==> src/rtl/npu_stream_packer.sv <==
// rtl/npu_stream_packer.sv - packs 64-bit Avalon-ST flits into 256-bit PE rows behind a row FIFO
module npu_stream_packer #(
   parameter int FIFO_DEPTH = 4
) (
   input  logic         clk,
   input  logic         rst_n,
   input  logic [63:0]  st_sink_data,
   input  logic         st_sink_valid,
   output logic         st_sink_ready,
   input  logic         st_sink_startofpacket,
   input  logic         st_sink_endofpacket,
   input  logic [2:0]   st_sink_empty,
   input  logic [31:0]  seq_total_rows,
   output logic [255:0] pe_din,
   output logic         pe_valid_in,
   input  logic         pe_ready_in,
   output logic [31:0]  row_count,
   output logic         pkt_done,
   output logic         err_sop,
   output logic         err_len,
   input  logic         err_clr
);

   localparam int AW = (FIFO_DEPTH > 1) ? $clog2(FIFO_DEPTH) : 1;
   localparam logic [0:0] S_IDLE   = 1'b0;
   localparam logic [0:0] S_IN_PKT = 1'b1;

   logic [0:0]    state_q, state_d;
   logic [1:0]    flit_idx_q, flit_idx_d;
   logic [255:0]  part_q, part_d;
   logic [31:0]   row_count_q, row_count_d;
   logic          pkt_done_q, pkt_done_d;
   logic          err_sop_q, err_sop_d;
   logic          err_len_q, err_len_d;

   logic [255:0]  mem_q [FIFO_DEPTH];
   logic [AW-1:0] wr_ptr_q, wr_ptr_d;
   logic [AW-1:0] rd_ptr_q, rd_ptr_d;
   logic [AW:0]   count_q, count_d;

   logic          fifo_full, fifo_empty;
   logic          accept, push, pop;
   logic          err_sop_set, err_len_set;
   logic [1:0]    lane;
   logic [31:0]   cnt_base;
   logic [63:0]   flit_masked;
   logic [255:0]  row_new;

   assign fifo_full     = (count_q == (AW+1)'(FIFO_DEPTH));
   assign fifo_empty    = (count_q == '0);
   assign st_sink_ready = !fifo_full;
   assign accept        = st_sink_valid & st_sink_ready;
   assign pop           = !fifo_empty & pe_ready_in;

   assign pe_valid_in = !fifo_empty;
   assign pe_din      = fifo_empty ? '0 : mem_q[rd_ptr_q];
   assign row_count   = row_count_q;
   assign pkt_done    = pkt_done_q;
   assign err_sop     = err_sop_q;
   assign err_len     = err_len_q;

   // A SOP flit always restarts at lane 0 with a fresh row count.
   assign lane     = st_sink_startofpacket ? 2'd0 : flit_idx_q;
   assign cnt_base = st_sink_startofpacket ? 32'd0 : row_count_q;

   always_comb begin
      flit_masked = st_sink_data;
      if (st_sink_endofpacket) begin
         for (int b = 0; b < 8; b++) begin
            if (b + int'(st_sink_empty) >= 8) flit_masked[8*b +: 8] = 8'h00;
         end
      end
   end

   // Lanes below the current one keep earlier flits, lanes above are zero.
   always_comb begin
      row_new = '0;
      for (int k = 0; k < 4; k++) begin
         if (k < int'(lane))       row_new[64*k +: 64] = part_q[64*k +: 64];
         else if (k == int'(lane)) row_new[64*k +: 64] = flit_masked;
      end
   end

   always_comb begin
      state_d     = state_q;
      flit_idx_d  = flit_idx_q;
      part_d      = part_q;
      row_count_d = row_count_q;
      pkt_done_d  = 1'b0;
      err_sop_set = 1'b0;
      err_len_set = 1'b0;
      push        = 1'b0;
      if (accept) begin
         if (state_q == S_IDLE && !st_sink_startofpacket) begin
            err_sop_set = 1'b1;
         end else begin
            if (state_q == S_IN_PKT && st_sink_startofpacket && flit_idx_q != 2'd0)
               err_sop_set = 1'b1;
            part_d = row_new;
            if (lane == 2'd3 || st_sink_endofpacket) begin
               push        = 1'b1;
               flit_idx_d  = 2'd0;
               row_count_d = cnt_base + 32'd1;
            end else begin
               flit_idx_d  = lane + 2'd1;
               row_count_d = cnt_base;
            end
            if (st_sink_endofpacket) begin
               state_d    = S_IDLE;
               pkt_done_d = 1'b1;
               if (seq_total_rows != 32'd0 && (cnt_base + 32'd1) != seq_total_rows)
                  err_len_set = 1'b1;
            end else begin
               state_d = S_IN_PKT;
            end
         end
      end
   end

   assign err_sop_d = (err_sop_q & ~err_clr) | err_sop_set;
   assign err_len_d = (err_len_q & ~err_clr) | err_len_set;

   always_comb begin
      wr_ptr_d = wr_ptr_q;
      rd_ptr_d = rd_ptr_q;
      count_d  = count_q;
      if (push) wr_ptr_d = wr_ptr_q + 1'b1;
      if (pop)  rd_ptr_d = rd_ptr_q + 1'b1;
      case ({push, pop})
         2'b10:   count_d = count_q + 1'b1;
         2'b01:   count_d = count_q - 1'b1;
         default: count_d = count_q;
      endcase
   end

   always_ff @(posedge clk) begin
      if (push) mem_q[wr_ptr_q] <= row_new;
   end

   always_ff @(posedge clk or negedge rst_n) begin
      if (!rst_n) begin
         state_q     <= S_IDLE;
         flit_idx_q  <= 2'd0;
         part_q      <= '0;
         row_count_q <= 32'd0;
         pkt_done_q  <= 1'b0;
         err_sop_q   <= 1'b0;
         err_len_q   <= 1'b0;
         wr_ptr_q    <= '0;
         rd_ptr_q    <= '0;
         count_q     <= '0;
      end else begin
         state_q     <= state_d;
         flit_idx_q  <= flit_idx_d;
         part_q      <= part_d;
         row_count_q <= row_count_d;
         pkt_done_q  <= pkt_done_d;
         err_sop_q   <= err_sop_d;
         err_len_q   <= err_len_d;
         wr_ptr_q    <= wr_ptr_d;
         rd_ptr_q    <= rd_ptr_d;
         count_q     <= count_d;
      end
   end

endmodule

==> config.mk <==
export PLATFORM = sky130hd
export DESIGN_NAME = npu_stream_packer
export DESIGN_NICKNAME = d
export VERILOG_FILES = /design/src/rtl/npu_stream_packer.sv
export SDC_FILE = /design/constraint.sdc
export NUM_CORES = 2
export LEC_CHECK = 0
export ABC_AREA = 1
export CAP_MARGIN = 30
export CORE_MARGIN = 5
export CORE_UTILIZATION = 35
export DETAILED_ROUTE_END_ITERATION = 16
export PLACE_DENSITY = 0.53
export RECOVER_POWER = 50
export SYNTH_ARGS = -nofsm -noshare
export SYNTH_HDL_FRONTEND = slang
export SYNTH_SLANG_ARGS = --single-unit
==> constraint.sdc <==
create_clock -name clk -period 24.7 [get_ports clk]
set_input_delay 4.94 -clock clk [delete_from_list [all_inputs] [get_ports clk]]
set_output_delay 4.94 -clock clk [all_outputs]
set_load 0.02 [all_outputs]
After elaboration in Yosys (flattened, before gate mapping):

Memory sizes are Yosys's and may differ from the RTL's.
Index checks and enable logic that the tools add are counted.

* $add $sub $neg: 13
* $mul: 0
* div/mod/pow operators: 0
* order comparisons: 11
* equal/unequal tests: 8
* shift operators: 0
* multiplexer cells: 38
* bitwise operators: 9
* reduce and logical (&&, ||, !) cells: 14

Operators with widths (count)
* two-way mux 64 bit: 8
* two-way mux 256 bit: 1
* two-way mux 32 bit: 2
* two-way mux 8 bit: 8
* adder 32 x 1 -> 32 bit (second input constant): 1
* inequality test 32 bit: 1
* nonzero test 32 bit: 1
* greater-or-equal comparator 4 bit (second input constant): 7
* adder 3 x 3 -> 4 bit (first input constant): 4
* two-way mux 1 bit: 16
* adder 2 x 3 -> 4 bit (first input constant): 2
* adder 2 x 1 -> 2 bit (second input constant): 3
* case mux 3 bit (2 select lines): 1
* adder 1 x 3 -> 4 bit (first input constant): 1
* AND 1 bit: 4
* == test 2 bit (first input constant): 2
* == test 2 bit (second input constant): 2
* greater-or-equal comparator 3 x 4 -> 1 bit (second input constant): 1
* logical AND 1 bit: 4
* < comparator 1 x 2 -> 1 bit (first input constant): 2
* two-way mux 2 bit: 2
* nonzero test 2 bit: 2
* adder 3 x 1 -> 3 bit (second input constant): 1
* == test 3 bit (second input constant): 1
* 11 further kinds: 16

* register bits after elaboration: 237
* bits in latches: 0
* bits in writable memories: 1024
* ROM bits: 0
* input bits: 106
* word-level logic and storage cells: 104
* memories: 1

Memories
* mem_q: depth 4, width 256, rd ports 1, clocked after memory_dff 0, write ports 1, line 36 `logic [255:0] mem_q [FIFO_DEPTH];`

Logic depth before layout (Yosys ltp):

* depth in word-level cells: 9
* depth in mapped cells: 18
* gate-level depth less buffers: 17

Least setup slack after synthesis:

Ideal clock, no wire load.

* kind: input-to-reg
* start: input st_sink_startofpacket
* end: memory mem_q[0][0], enable pin
* arrival: 16.840 ns
* setup slack: 6.981 ns
* stages on the path: 8
* cells stage by stage: buf_2 nor2_1 ha_1 clkbuf_1 nor2_1 inv_1 nand2_1 nor2_1

* longest elaborated chain between the ends: 8
* elaborated cells on any way between the ends: 10
* those cells by class: eq/ne (1); mux (6); reduce/logical (3)

RTL lines
* start, declared: line 10 `input logic st_sink_startofpacket,`
* two-way mux 2 bit: line 63 `assign lane = st_sink_startofpacket ? 2'd0 : flit_idx_q;`
* == test 2 bit: line 100 `if (lane == 2'd3 || st_sink_endofpacket) begin`
* logical OR 1 bit: line 100
* two-way mux 1 bit: line 100
* two-way mux 1 bit (*): line 94 `if (state_q == S_IDLE && !st_sink_startofpacket) begin`
* two-way mux 1 bit (*): line 93 `if (accept) begin`
* two-way mux 1 bit (*): line 137 `if (push) mem_q[wr_ptr_q] <= row_new;`
* two-way mux 1 bit (not written as such) (*): line 137
* end, declared: line 36

Every way passes the cells marked *; elsewhere a longest branch is shown, timed or not.

==> metrics.cfg <==
[floorplan]
io_pins=399
die-area_um2=159000
fp.dieH_um=398.8
die_w_um=398.8
core_um2=150100
start_util_pct=35.24
floorplan.rows=142

[sta]
skew_ns=0.03853
tns_ns=0
min_period_over_period_pct=61.12
rsz0062_at_grt=no
finalMaxSlewViolations=957
relSlewSlack_pct=-379.6
worstMarginPinSlew_ns=7.194
worst_hold_slack_ns=0.4688
fmax_ghz=0.06624
hold_violations=0
setup_violations=0
finalCriticalPeriod_ns=15.10

[clock_network]
clk-insertion-delay-late_ns=0.78
clkTransAtPathRegs_ns=0.06
cts_tree=built
cts_made_buffers=139
htree_num_levels=4
cts_setup_buffers=0
clock_path_buffers=3
cts_hold_buf=0
root_buffer=clkbuf_16
cts.repair.resized=0
clock_sinks=1261

[synthesis]
yosysTopAreaCell=edfxtp_1
syn-num-nets=5081
ys_warn_count=0
synth_top_area_share_pct=58.12
synthTopCellsByArea=edfxtp_1 (58%), dfrtp_1 (11%), nor2_1 (8.2%)
synthesis.area_um2=52910
syn-mean-instance-area_um2=10.66
async_flop_share_pct=18.79
ys_seq_area_share_pct=69.33
synth.distinct_cells=42
syn_inst=4965
ys.flop_type=edfxtp_1
synth_edf_count=1024
ys_ff_latch=1261

[final_layout]
multi_input_area_um2=14060
final_common_cell=nor2_1
final_cell_mix=nor2_1 (1155), edfxtp_1 (1024), o21ai_0 (740), nand2_1 (645), clkdlybuf4s50_1 (357)
drive_gt1_share_pct=5.469
seq_area_um2=36690
final_core_util_pct=42.33
n_fill_cell=13980
fin_nets=5374
design_area_um2=63550
area_growth_pct=20.12

[critical_path]
crit_family=buffers and inverters
cp.required_ns=23.78
crit_chain=clkbuf_1 -> clkbuf_1
reg2reg_depth=7
slowest_delay_ns=5.33
worst_setup_path_start_kind=input port
ff2ff_setup_slack_ns=14.32
cp-end-kind=asynchronous set/reset pin
r2r-end=mem_q[0][147]
arrival_ns=14.17
path_max_fanout=110
slowest_stage=clkbuf_1
path_class=in2async
rr_startpoint=flit_idx_q[0]
crit_buf_inv=2
crit_top_cell=clkbuf_1

[power_and_ir_drop]
p_per_area_nw_per_um2=131.2
ir_drop_v=0.00008967
leakage_uw=0.02258
p_total_uw=8337

[global_routing]
grtUsageTotal_pct=20.60
grt_pass1_vias=34910
grt_remaining_overflow=0
grt_pass1_wl_mm=241.9
grt_max_degree=197
antenna_found_initial=30

[route]
ant_nets=0
wirelength_mm=167.3
vias_per_cell=5.041
vias=37360
route.detailed.drc=0
wl_per_cell_um=22.57
first_pass_iters=6
drt-initial-drc-count=3132

[placed_design]
finalWeightedCongestion=0.8465
placed_area_um2=59000
port_buffers=398
place_hpwl_mm=100.3

[run]
max_cap_viol_count=14

[min_path]
min_to=part_q[36]
hold_class=reg2reg
hold_depth=2
hp-start=part_q[36]

[status]
violations=capacitance limit, slew limit
status=finished, violations left

==> power breakdown <==
| part | switching [uW] | leakage (uW) | internal, uW | total, uW |
|---|---|---|---|---|
| logic | 2320 | 0.00785 | 1180 | 3510 |
| registers | 138 | 0.0125 | 2640 | 2780 |
| clock network | 840 | 0.00222 | 1210 | 2050 |
| total | 3300 | 0.0226 | 5040 | 8340 |
==> flip-flops by register name, summed over array words and instances, names as in the netlist <==
name	cells
err_sop	1
count_q	3
wr_ptr_q	2
state_q	1
part_q	192
flit_idx_q	2
rd_ptr_q	2
row_count	32
err_len	1
mem_q	1024
pkt_done	1
==> cells in the mapped netlist, drive strengths merged (4+ instances only) <==
library cell and count:
inv 254, clkbuf 254, dfrtp 237, o22ai 131
a22oi 5, ha 9, xor2 5, nand3b 11
a31oi 7, o21a 9, edfxtp 1024, nand2 647
nor2 1172, nand4 4, a2bb2oi 8, a21oi 281
nor4 8, nand3 94, buf 53, o21ai 741
==> how the worst max path moves through the flow <==
stage	to	start	depth (start not counted)	slack, ns
final	part_q[7]	rst_n	2	9.60
after global routing	part_q[18]	rst_n	2	7.75
after CTS	pe_din[27]	rd_ptr_q[0]	7	14.32
after detailed placement	mem_q[3][151]	st_sink_startofpacket	13	13.78
after global placement	mem_q[3][147]	st_sink_startofpacket	12	13.45
after floorplan	mem_q[0][0]	st_sink_startofpacket	8	6.98
==> cell type report <==
type	count	share of cell area, %
antenna	19	0.07481
clock buffer	214	6.546
clock inverter	45	0.6123
inverter	255	1.540
multi-input combinational	3142	22.12
sequential	1261	57.73
tap	2016	3.969
timing repair buffer	459	7.412
==> layer usage <==
layer | up-vias | wire, um | global-route usage (%)
met3 | 212 | 12320 | 4.626
met1 | 18330 | 69250 | 27.34
li1 | 17720 | - | -
met5 | - | 128 | 0
met4 | 18 | 3904 | 5.241
met2 | 1083 | 81680 | 34.34
==> cell families after synthesis <==
group / Yosys count / synth area share (%)
AOI/OAI and AO/OA: 1186 / 11.69
xor gates and xnor gates: 9 / 0.1750
adders and majority gates: 10 / 0.2507
buffers and inverters: 562 / 4.098
DFF: 1261 / 69.33
and+or+nand+nor: 1937 / 14.45
==> stage by stage <==
step / std cells / setup WS, ns
finish: 7411 / 9.603
global route: 7393 / 7.750
floorplan: 4965 / 6.981
global placement: 7117 / 13.45
detailed placement: 7128 / 13.78
CTS: 7387 / 14.32
Power figures use the tool's default switching activity.
